File: config.mk
export PLATFORM = sky130hd
export DESIGN_NAME = uart_fifo_core
export DESIGN_NICKNAME = d
export VERILOG_FILES = /design/src/rtl/uart_fifo_core_pkg.sv /design/src/rtl/uart_fifo_core_sync_fifo.sv /design/src/rtl/uart_fifo_core.sv
export SDC_FILE = /design/constraint.sdc
export NUM_CORES = 1
export LEC_CHECK = 0
export ABC_AREA = 0
export CAP_MARGIN = 20
export CORE_MARGIN = 4
export CORE_UTILIZATION = 30
export DETAILED_ROUTE_END_ITERATION = 6
export SETUP_SLACK_MARGIN = 0.1
export SLEW_MARGIN = 0
export SYNTH_ARGS = -nofsm -noshare
export SYNTH_HDL_FRONTEND = slang
export SYNTH_SLANG_ARGS = --single-unit
File: constraint.sdc
create_clock -name clk -period 7.3 [get_ports clk]
set_input_delay 0.73 -clock clk [delete_from_list [all_inputs] [get_ports clk]]
set_output_delay 0.73 -clock clk [all_outputs]
set_load 0.005 [all_outputs]
File: src/rtl/uart_fifo_core_pkg.sv
// Shared definitions for the buffered UART.
//   - parity mode encodings
//   - TX and RX state encodings
//   - par_calc: turns the XOR-reduction of a word into the parity bit for a mode
package uart_fifo_core_pkg;

   localparam int PAR_NONE = 0;
   localparam int PAR_ODD  = 1;
   localparam int PAR_EVEN = 2;

   typedef enum logic [2:0] {
      TX_IDLE,
      TX_START,
      TX_DATA,
      TX_PARITY,
      TX_STOP
   } tx_state_t;

   typedef enum logic [2:0] {
      RX_IDLE,
      RX_START,
      RX_DATA,
      RX_PARITY,
      RX_STOP,
      RX_WAIT
   } rx_state_t;

   function automatic logic par_calc(input logic xor_red, input int mode);
      return (mode == PAR_ODD) ? ~xor_red : xor_red;
   endfunction

endpackage

File: src/rtl/uart_fifo_core_sync_fifo.sv
// Synchronous FIFO with first-word fall-through head.
//   clk, rst_n       clock, async active-low reset (pointers only)
//   push_en/push_data write side; a push into a full FIFO is taken only
//                    when a pop happens in the same cycle
//   pop_en           pop head; ignored when empty
//   head             current head word, forced to 0 while empty
//   full, empty      status
module uart_fifo_core_sync_fifo #(
   parameter int DATA_W     = 8,
   parameter int FIFO_DEPTH = 8
) (
   input  logic              clk,
   input  logic              rst_n,
   input  logic              push_en,
   input  logic [DATA_W-1:0] push_data,
   input  logic              pop_en,
   output logic [DATA_W-1:0] head,
   output logic              full,
   output logic              empty
);

   localparam int AW = $clog2(FIFO_DEPTH);

   logic [DATA_W-1:0] mem [FIFO_DEPTH];
   logic [AW:0]       wr_ptr;
   logic [AW:0]       rd_ptr;
   logic              push_ok;
   logic              pop_ok;

   // Pointers carry one extra wrap bit so full and empty are distinguishable.
   assign empty   = (wr_ptr == rd_ptr);
   assign full    = (wr_ptr[AW] != rd_ptr[AW]) && (wr_ptr[AW-1:0] == rd_ptr[AW-1:0]);
   assign pop_ok  = pop_en && !empty;
   assign push_ok = push_en && (!full || pop_ok);
   assign head    = empty ? '0 : mem[rd_ptr[AW-1:0]];

   always_ff @(posedge clk or negedge rst_n) begin
      if (!rst_n) begin
         wr_ptr <= '0;
         rd_ptr <= '0;
      end else begin
         if (push_ok) wr_ptr <= wr_ptr + 1'b1;
         if (pop_ok)  rd_ptr <= rd_ptr + 1'b1;
      end
   end

   always_ff @(posedge clk) begin
      if (push_ok) mem[wr_ptr[AW-1:0]] <= push_data;
   end

endmodule

File: src/rtl/uart_fifo_core.sv
// Full-duplex UART with TX/RX FIFOs, optional parity, 1 or 2 stop bits and
// sticky error flags.
//   clk, rst_n          clock, async active-low reset
//   wr_en, din, wr_rdy  host push into TX FIFO
//   rd_en, dout, rd_rdy host pop from RX FIFO (dout is the fall-through head)
//   tx_busy             transmitter active or TX FIFO non-empty
//   err_clr             clears par_err / frm_err / ovr_err (a new error wins)
//   rx, tx              serial pins, idle high
//
// TX states
//   TX_IDLE   | line idle, waiting for TX FIFO data
//   TX_START  | start bit
//   TX_DATA   | data bits, LSB first
//   TX_PARITY | parity bit (only when PARITY != 0)
//   TX_STOP   | stop bit(s)
// RX states
//   RX_IDLE   | waiting for falling edge on synchronised rx
//   RX_START  | half-bit wait, then confirm start bit still low
//   RX_DATA   | sample data bits at mid-bit
//   RX_PARITY | sample and check parity bit
//   RX_STOP   | sample first stop bit, push word
//   RX_WAIT   | wait for rx high before re-arming start detection
module uart_fifo_core
   import uart_fifo_core_pkg::*;
#(
   parameter int DATA_W       = 8,
   parameter int CLKS_PER_BIT = 16,
   parameter int FIFO_DEPTH   = 8,
   parameter int PARITY       = 0,
   parameter int STOP_BITS    = 1
) (
   input  logic              clk,
   input  logic              rst_n,
   input  logic              wr_en,
   input  logic [DATA_W-1:0] din,
   output logic              wr_rdy,
   input  logic              rd_en,
   output logic [DATA_W-1:0] dout,
   output logic              rd_rdy,
   output logic              tx_busy,
   input  logic              err_clr,
   output logic              par_err,
   output logic              frm_err,
   output logic              ovr_err,
   input  logic              rx,
   output logic              tx
);

   localparam int CW = $clog2(CLKS_PER_BIT * STOP_BITS) + 1;
   localparam int IW = $clog2(DATA_W) + 1;
   localparam bit HAS_PAR = (PARITY != PAR_NONE);

   localparam logic [CW-1:0] CNT_ONE   = CW'(1);
   localparam logic [CW-1:0] BIT_LAST  = CW'(CLKS_PER_BIT - 1);
   localparam logic [CW-1:0] HALF_LAST = CW'(CLKS_PER_BIT / 2 - 1);
   localparam logic [CW-1:0] STOP_LAST = CW'(CLKS_PER_BIT * STOP_BITS - 1);
   localparam logic [IW-1:0] IDX_ONE   = IW'(1);
   localparam logic [IW-1:0] IDX_LAST  = IW'(DATA_W - 1);

   // ---------------- TX ----------------
   tx_state_t         tx_state, tx_state_n;
   logic [CW-1:0]     tx_cnt, tx_cnt_n;
   logic [IW-1:0]     tx_idx, tx_idx_n;
   logic [DATA_W-1:0] tx_sh, tx_sh_n;
   logic              tx_par, tx_par_n;
   logic              tx_load;
   logic              tx_bit;
   logic              tx_q;
   logic              tx_tc;
   logic [DATA_W-1:0] tx_head;
   logic              tx_full, tx_empty;

   uart_fifo_core_sync_fifo #(.DATA_W(DATA_W), .FIFO_DEPTH(FIFO_DEPTH)) u_tx_fifo (
      .clk       (clk),
      .rst_n     (rst_n),
      .push_en   (wr_en),
      .push_data (din),
      .pop_en    (tx_load),
      .head      (tx_head),
      .full      (tx_full),
      .empty     (tx_empty)
   );

   assign wr_rdy  = !tx_full;
   assign tx_busy = (tx_state != TX_IDLE) || !tx_empty;
   assign tx_tc   = (tx_cnt == '0);

   always_comb begin
      tx_state_n = tx_state;
      tx_cnt_n   = tx_cnt;
      tx_idx_n   = tx_idx;
      tx_sh_n    = tx_sh;
      tx_par_n   = tx_par;
      tx_load    = 1'b0;
      case (tx_state)
         TX_IDLE: tx_load = !tx_empty;
         TX_START: begin
            if (tx_tc) begin
               tx_state_n = TX_DATA;
               tx_cnt_n   = BIT_LAST;
               tx_idx_n   = '0;
            end else tx_cnt_n = tx_cnt - CNT_ONE;
         end
         TX_DATA: begin
            if (tx_tc) begin
               tx_sh_n  = tx_sh >> 1;
               tx_cnt_n = BIT_LAST;
               tx_idx_n = tx_idx + IDX_ONE;
               if (tx_idx == IDX_LAST) begin
                  tx_state_n = HAS_PAR ? TX_PARITY : TX_STOP;
                  tx_cnt_n   = HAS_PAR ? BIT_LAST : STOP_LAST;
               end
            end else tx_cnt_n = tx_cnt - CNT_ONE;
         end
         TX_PARITY: begin
            if (tx_tc) begin
               tx_state_n = TX_STOP;
               tx_cnt_n   = STOP_LAST;
            end else tx_cnt_n = tx_cnt - CNT_ONE;
         end
         TX_STOP: begin
            if (tx_tc) begin
               tx_state_n = TX_IDLE;
               tx_load    = !tx_empty;
            end else tx_cnt_n = tx_cnt - CNT_ONE;
         end
         default: tx_state_n = TX_IDLE;
      endcase
      // Loading from IDLE or straight out of STOP gives back-to-back frames.
      if (tx_load) begin
         tx_state_n = TX_START;
         tx_cnt_n   = BIT_LAST;
         tx_sh_n    = tx_head;
         tx_par_n   = par_calc(^tx_head, PARITY);
      end
   end

   always_comb begin
      case (tx_state)
         TX_START:  tx_bit = 1'b0;
         TX_DATA:   tx_bit = tx_sh[0];
         TX_PARITY: tx_bit = tx_par;
         default:   tx_bit = 1'b1;
      endcase
   end

   // tx is registered so the pin is glitch-free; it trails the state by one cycle.
   always_ff @(posedge clk or negedge rst_n) begin
      if (!rst_n) begin
         tx_state <= TX_IDLE;
         tx_cnt   <= '0;
         tx_idx   <= '0;
         tx_sh    <= '0;
         tx_par   <= 1'b0;
         tx_q     <= 1'b1;
      end else begin
         tx_state <= tx_state_n;
         tx_cnt   <= tx_cnt_n;
         tx_idx   <= tx_idx_n;
         tx_sh    <= tx_sh_n;
         tx_par   <= tx_par_n;
         tx_q     <= tx_bit;
      end
   end

   assign tx = tx_q;

   // ---------------- RX ----------------
   rx_state_t         rx_state, rx_state_n;
   logic [CW-1:0]     rx_cnt, rx_cnt_n;
   logic [IW-1:0]     rx_idx, rx_idx_n;
   logic [DATA_W-1:0] rx_sh, rx_sh_n;
   logic              rx_s1, rx_s2;
   logic              rx_tc;
   logic              rx_push;
   logic              par_set, frm_set, ovr_set;
   logic              rx_full, rx_empty;

   uart_fifo_core_sync_fifo #(.DATA_W(DATA_W), .FIFO_DEPTH(FIFO_DEPTH)) u_rx_fifo (
      .clk       (clk),
      .rst_n     (rst_n),
      .push_en   (rx_push),
      .push_data (rx_sh),
      .pop_en    (rd_en),
      .head      (dout),
      .full      (rx_full),
      .empty     (rx_empty)
   );

   assign rd_rdy = !rx_empty;
   assign rx_tc  = (rx_cnt == '0);
   // A full FIFO still accepts the word if the host pops in the same cycle.
   assign ovr_set = rx_push && rx_full && !rd_en;

   always_comb begin
      rx_state_n = rx_state;
      rx_cnt_n   = rx_cnt;
      rx_idx_n   = rx_idx;
      rx_sh_n    = rx_sh;
      rx_push    = 1'b0;
      par_set    = 1'b0;
      frm_set    = 1'b0;
      case (rx_state)
         RX_IDLE: begin
            if (!rx_s2) begin
               rx_state_n = RX_START;
               rx_cnt_n   = HALF_LAST;
            end
         end
         RX_START: begin
            if (rx_tc) begin
               if (rx_s2) rx_state_n = RX_IDLE;
               else begin
                  rx_state_n = RX_DATA;
                  rx_cnt_n   = BIT_LAST;
                  rx_idx_n   = '0;
               end
            end else rx_cnt_n = rx_cnt - CNT_ONE;
         end
         RX_DATA: begin
            if (rx_tc) begin
               rx_sh_n  = {rx_s2, rx_sh[DATA_W-1:1]};
               rx_cnt_n = BIT_LAST;
               rx_idx_n = rx_idx + IDX_ONE;
               if (rx_idx == IDX_LAST) rx_state_n = HAS_PAR ? RX_PARITY : RX_STOP;
            end else rx_cnt_n = rx_cnt - CNT_ONE;
         end
         RX_PARITY: begin
            if (rx_tc) begin
               par_set    = (rx_s2 != par_calc(^rx_sh, PARITY));
               rx_state_n = RX_STOP;
               rx_cnt_n   = BIT_LAST;
            end else rx_cnt_n = rx_cnt - CNT_ONE;
         end
         RX_STOP: begin
            if (rx_tc) begin
               rx_push    = 1'b1;
               frm_set    = !rx_s2;
               rx_state_n = RX_WAIT;
            end else rx_cnt_n = rx_cnt - CNT_ONE;
         end
         RX_WAIT: if (rx_s2) rx_state_n = RX_IDLE;
         default: rx_state_n = RX_IDLE;
      endcase
   end

   always_ff @(posedge clk or negedge rst_n) begin
      if (!rst_n) begin
         rx_s1    <= 1'b1;
         rx_s2    <= 1'b1;
         rx_state <= RX_IDLE;
         rx_cnt   <= '0;
         rx_idx   <= '0;
         rx_sh    <= '0;
         par_err  <= 1'b0;
         frm_err  <= 1'b0;
         ovr_err  <= 1'b0;
      end else begin
         rx_s1    <= rx;
         rx_s2    <= rx_s1;
         rx_state <= rx_state_n;
         rx_cnt   <= rx_cnt_n;
         rx_idx   <= rx_idx_n;
         rx_sh    <= rx_sh_n;
         par_err  <= (par_err && !err_clr) || par_set;
         frm_err  <= (frm_err && !err_clr) || frm_set;
         ovr_err  <= (ovr_err && !err_clr) || ovr_set;
      end
   end

endmodule
==> impl_metrics.csv, run 1 <==
group,metric,value,unit
placed_design,place_inst,978,
sta,final_hold_viol_count,0,
final_layout,nets,654,
detailed_routing,wl,14.9,mm
sta,period_needed,3.54,ns
power,p_comb_frac,0.314,
clock_tree,root_buffer,"clkbuf_16",
power,switching_power,1.18,mW
hold_path,hold_class,"flop to flop",
placed_design,io_buffers,28,
sta,fin_crit_sh,0.486,
clock_tree,cts_buffer_depth,2,
final_layout,antenna_cells,0,
critical_path,critPathLaunch,"u_tx_fifo.rd_ptr[0]",
global_route,met2_usage,0.165,
power,power,3.60,mW
sta,clock_skew,0.00962,ns
detailed_routing,drtIter0Drc,306,
sta,slew_headroom,0.323,
synthesis,synth_top_family_by_area,"multiplexers",
placed_design,place_area,9030,µm²
power,switching_share,0.329,
die,die_x,175,µm
clock_tree,clock_latency,0.43,ns
critical_path,critical_path.endpoint_type,"output pin",
power,p_int,2.41,mW
detailed_routing,ant_nets,0,
detailed_routing,wl_per_cell,14.7,µm
critical_path,r2r_setup_slack,4.19,ns
synthesis,synth_edf_count,128,
global_route,overflow,0,
critical_path,cp.arrival,2.81,ns
global_route,track_usage,0.101,
global_route,use_met3,0.0275,
clock_tree,cts_sinks,191,
power,peakVddDrop,0.180,mV
critical_path,crit_end,"tx_busy",
critical_path,critPathSlowestCell,"or4_4",
sta,finalMaxSlewViolations,0,
clock_tree,cts.repair_timing.setup_buffer_count,0,
critical_path,r2r_cells,8,
critical_path,r2r-start,"rx_cnt[0]",
power,p_seq_frac,0.419,
clock_tree,hold_buffers,0,
global_route,busiest_layer,"met2",
sta,setup_viol,0,
global_route,antenna_found_initial,0,
job,maxCapViolCount,0,
critical_path,crit_type,"flop to output pin",
synthesis,synth_xor_area_frac,0.0387,
synthesis,synth_nets,624,
die,initial_core_util,0.308,
placed_design,gp_congestion,0.768,
clock_tree,cts_buffers,17,
global_route,grt_max_degree,64,
synthesis,synth-async-reset-ratio,0.330,
outcome,outcome,"finished, final reports clean",
power,p_leak,3.58,nW
synthesis,yosysWarnings,0,
final_layout,fin_cells,1016,
detailed_routing,via_count,4719,
critical_path,slowest_delay,0.68,ns
placed_design,hpwl,9.89,mm
detailed_routing,post-route-drc-count,0,
global_route,use_met1,0.132,
sta,tightest_slew,1.01,ns
synthesis,synth.area.mux_share,0.113,
critical_path,reg2reg_to,"u_rx_fifo.mem[7][7]",
placed_design,pre_cts_ws,3.89,ns
synthesis,ys.flop_type,"edfxtp_1",
sta,tns,0,ns
synthesis,synth_cell_types,53,
sta,fmax,282,MHz
power,p_per_area,372,nW/µm²
clock_tree,clk_pin_slew,0.07,ns
final_layout,areaGrowthSynthToFinish,15.7,%
synthesis,post_synth_fa_ha_maj_area_fraction,0.0135,
synthesis,synth-seq-cells,191,
final_layout,final_cell_area,9680,µm²
synthesis,synth_compound_area_frac,0.0692,
synthesis,synthCells,601,
synthesis,ys_seq_area_frac,0.648,
clock_tree,htreeDepth,4,
die,fp.coreArea,27200,µm²
final_layout,drive_gt1_frac,0.148,
global_route,grt_pass1_vias,4664,
power,pwr-share-clk,0.267,
die,num_rows,60,
sta,rsz0062_at_grt,"false",
synthesis,yosys.area_share.simple,0.0945,
die,die_area,30600,µm²
critical_path,start_kind,"flop",
critical_path,cp.required,6.57,ns
sta,fin_ws,3.76,ns
detailed_routing,via_per_inst,4.64,
synthesis,postSynthAreaPerCell,13.9,µm²
die,io_pins,29,
critical_path,crit_chain,"buf_4 -> xor2_1 -> or4_4 -> nand2b_1 -> clkdlybuf4s50_1",
detailed_routing,drtPass1Iterations,4,
global_route,grt_pass1_wl,24.7,mm
clock_tree,tritoncts,"built",
die,die_h,175,µm
clock_tree,ctsResizeCount,0,
synthesis,syn_area,8370,µm²
critical_path,critPathMaxFanout,36,
[cells in the mapped netlist, types with 4 or more instances]
library cell / n / share of area
clkbuf_1: 18 / 0.0081
buf_2: 5 / 0.0030
buf_6: 4 / 0.0054
nand2_1: 50 / 0.022
nor2b_1: 5 / 0.0037
nor3b_1: 7 / 0.0063
a21oi_1: 18 / 0.011
dfrtp_1: 60 / 0.18
xor2_1: 10 / 0.010
nand3_2: 4 / 0.0048
nor3_1: 12 / 0.0072
ha_1: 9 / 0.013
o21ai_0: 31 / 0.019
mux4_2: 16 / 0.043
buf_1: 5 / 0.0022
inv_1: 10 / 0.0045
o221a_2: 4 / 0.0054
o22ai_1: 8 / 0.0060
edfxtp_1: 128 / 0.46
mux2_2: 10 / 0.013
a22oi_1: 17 / 0.015
nand3_1: 13 / 0.0078
mux2i_1: 47 / 0.056
nor2_1: 33 / 0.015
xnor2_1: 27 / 0.028
[through the flow]
step                      hold slack, ns   util
after floorplan                    0.345      -
final                              0.358  0.356
after global routing               0.365  0.356
after detailed placement           0.348  0.332
after global placement             0.347  0.332
after CTS                          0.359  0.355
[state kept, by name (all words and copies together), names as in the netlist, 3 cells and up]
name              cells
u_rx_fifo.rd_ptr      4
rx_cnt                5
rx_sh                 8
rx_idx                4
u_rx_fifo.wr_ptr      4
u_tx_fifo.rd_ptr      4
tx_sh                 8
u_tx_fifo.mem        64
tx_state              3
tx_idx                4
u_tx_fifo.wr_ptr      4
rx_state              3
tx_cnt                5
u_rx_fifo.mem        64
[power groups by stage]
stage | registers [mW] | clock network, mW | logic (mW)
CTS | 1.51 | 0.988 | 1.15
global route | 1.54 | 1.03 | 1.26
global placement | 1.53 | 0 | 1.13
finish | 1.51 | 0.959 | 1.13
floorplan | 1.42 | 0 | 0.954
detailed placement | 1.53 | 0 | 1.15
[layout make-up]
| type | count | area (µm²) |
|---|---|---|
| Fill cell | 2644 | 17500 |
| Sequential cell | 191 | 5430 |
| Multi-Input combinational cell | 368 | 2760 |
| Tap cell | 372 | 465 |
| Clock buffer | 17 | 425 |
| Timing Repair Buffer | 43 | 373 |
| Clock inverter | 15 | 190 |
| Inverter | 10 | 37.5 |
[how the worst min path moves through the flow]
stage	startpoint	slack (ns)	cells after the start	end
5_1_grt	rx_s1	0.36	0	rx_s2
3_5_place_dp	rx_s1	0.35	0	rx_s2
3_3_place_gp	rx_s1	0.35	0	rx_s2
6_report	rx_s1	0.36	0	rx_s2
2_1_floorplan	rx_s1	0.35	0	rx_s2
4_1_cts	rx_s1	0.36	0	rx_s2
[layout by cell type (no fill, tap or decap), drive strengths merged, types with 15 or more instances in the layout]
cell and instances:
mux2i 47, dfrtp 60, nand3 17, clkdlybuf4s50 27, a22oi 17, nor2 34
nand2 51, o21ai 33, buf 15, a21oi 18, clkbuf 18, mux4 16
edfxtp 128, xnor2 27, inv 19
[kinds of logic after synthesis]
| group | after synthesis |
|---|---|
| compound gates | 93 |
| xor+xnor | 37 |
| simple gates | 156 |
| mux | 73 |
| flops | 191 |
| buf+inv | 42 |
| fa+ha+maj | 9 |
[layer usage]
layer | vias up | routed length [µm]
met5 | - | 0
met2 | 81 | 7180
met3 | 16 | 644
met1 | 2306 | 6920
met4 | 0 | 176
li1 | 2316 | -
[critical path, delay by kind of cell (launching register included)]
family | cells | cell delay [ns]
flops | 1 | 0.34
xor+xnor | 1 | 0.19
buf+inv | 2 | 0.96
simple gates | 2 | 0.88
No activity file was read; power rests on OpenSTA's default activity.
==> run 2: changes to the inputs <==
- clock period: 7.3 -> 3.6 ns (I/O delays scaled with it)
==> impl_metrics.csv, run 2 (same netlist as run 1, synthesis figures left out) <==
group,metric,value,unit
outcome,outcome,"finished, final reports clean",
sta,slew_headroom,0.528,
global_route,grt_pass1_wl,24.9,mm
final_layout,final_core_util,0.358,
sta,tns,0,ns
die,die_h,175,µm
power,p_leak,3.60,nW
critical_path,crit_buf_inv,2,
final_layout,antenna_cells,0,
global_route,antenna_found_initial,0,
detailed_routing,ant_nets,0,
detailed_routing,via_per_inst,4.60,
sta,setup_viol,0,
clock_tree,root_buffer,"clkbuf_16",
clock_tree,cts_buffers,17,
placed_design,io_buffers,28,
clock_tree,clk_pin_slew,0.07,ns
power,power,7.19,mW
critical_path,slowest_delay,0.58,ns
sta,tightest_slew,0.706,ns
detailed_routing,wl,15.0,mm
final_layout,areaGrowthSynthToFinish,16.2,%
sta,clock_skew,0.0116,ns
clock_tree,htreeDepth,4,
critical_path,cp.required,3.24,ns
critical_path,critPathMaxFanout,16,
critical_path,cp.arrival,2.52,ns
die,die_area,30600,µm²
placed_design,gp_congestion,0.744,
clock_tree,tritoncts,"built",
die,fp.coreArea,27200,µm²
sta,fin_ws,0.722,ns
sta,fin_crit_sh,0.800,
critical_path,start_kind,"flop",
final_layout,nets,662,
final_layout,drive_gt1_frac,0.156,
clock_tree,cts.repair_timing.setup_buffer_count,0,
sta,fmax,347,MHz
global_route,overflow,0,
critical_path,crit_chain,"buf_4 -> mux4_2 -> mux2i_1 -> nor2_1 -> clkdlybuf4s50_1",
global_route,grt_max_degree,42,
clock_tree,clock_latency,0.43,ns
sta,timing.hold.ws,0.277,ns
final_layout,mostFrequentLayoutCell,"edfxtp_1",
sta,rsz0062_at_grt,"false",
job,maxCapViolCount,0,
final_layout,final_cell_mix,"128 x edfxtp_1, 59 x dfrtp_1, 50 x nand2_1, 47 x mux2i_1, 33 x nor2_1",
placed_design,hpwl,9.93,mm
die,io_pins,29,
detailed_routing,wl_per_cell,14.6,µm
critical_path,crit_type,"flop to output pin",
power,peakVddDrop,0.380,mV
critical_path,critical_path.endpoint_type,"output pin",
placed_design,pre_cts_ws,0.716,ns
detailed_routing,drtPass1Iterations,4,
die,die_x,175,µm
detailed_routing,drtIter0Drc,265,
die,num_rows,60,
clock_tree,cts_buffer_depth,2,
clock_tree,cts_sinks,191,
global_route,track_usage,0.101,
sta,finalMaxSlewViolations,0,
power,p_per_area,739,nW/µm²
hold_path,hold_class,"input pin to async pin",
global_route,grt_pass1_vias,4669,
sta,final_hold_viol_count,0,
die,initial_core_util,0.308,
sta,period_needed,2.88,ns
critical_path,critPathTopFamily,"buffers and inverters",
detailed_routing,post-route-drc-count,0,
detailed_routing,via_count,4709,
critical_path,critPathSlowestCell,"mux4_2",
==> run 2: cell count changes in the layout (fill, tap and decap cells not counted) <==
cell,change
buf_2,-5
inv_6,-1
clkinv_4,+2
dlygate4sd3_1,+1
clkinv_2,+1
buf_4,+12
buf_12,+1
bufinv_16,-2
clkbuf_2,-1
==> run 2: final cells by class <==
cell class	count	area, µm²
well taps	372	465
clock inverters	15	144
multi-input cells	368	2760
fillers	2633	17500
inverters	10	37.5
flip-flops and latches	191	5430
clock buffers	17	425
repair buffers	51	463
==> run 2: worst paths after layout <==
path	start	endpoint	slack [ns]	cells after the start
setup / recovery	u_rx_fifo.rd_ptr[0]	dout[5]	0.72	5
hold / removal	rst_n	rx_sh[5]	0.28	2
setup reg to reg	rx_cnt[0]	u_rx_fifo.mem[5][1]	0.73	8
hold reg to reg	rx_s1	rx_s2	0.36	0
max in group asynchronous	rst_n	u_tx_fifo.rd_ptr[0]	2.50	4
min in group clk	rx	rx_s1	0.36	1
==> run 2: timing repair <==
action,4_1_cts,5_1_grt
endpoints found under the hold margin,0,37
hold buffers,0,1
resized for setup,0,0
==> run 2: power breakdown <==
group | leakage [nW] | switching (mW) | internal, mW
sequential | 1.97 | 0.298 | 2.68
combinational | 1.36 | 1.23 | 1.17
clock | 0.280 | 0.888 | 0.922
==> run 2: through the flow <==
stage               cells  area (µm²)
finish               1024        9720
global route         1024        9720
CTS                  1022        9690
detailed placement    990        9120
global placement      990        9120
floorplan             601        8370
==> run 2: layer usage <==
| layer | global-route usage | wire, µm | up-vias |
|---|---|---|---|
| met5 | 0 | 0 | - |
| met4 | 0.0298 | 130 | 0 |
| met3 | 0.0234 | 383 | 11 |
| met2 | 0.164 | 7150 | 54 |
| met1 | 0.136 | 7310 | 2315 |
| li1 | - | - | 2329 |
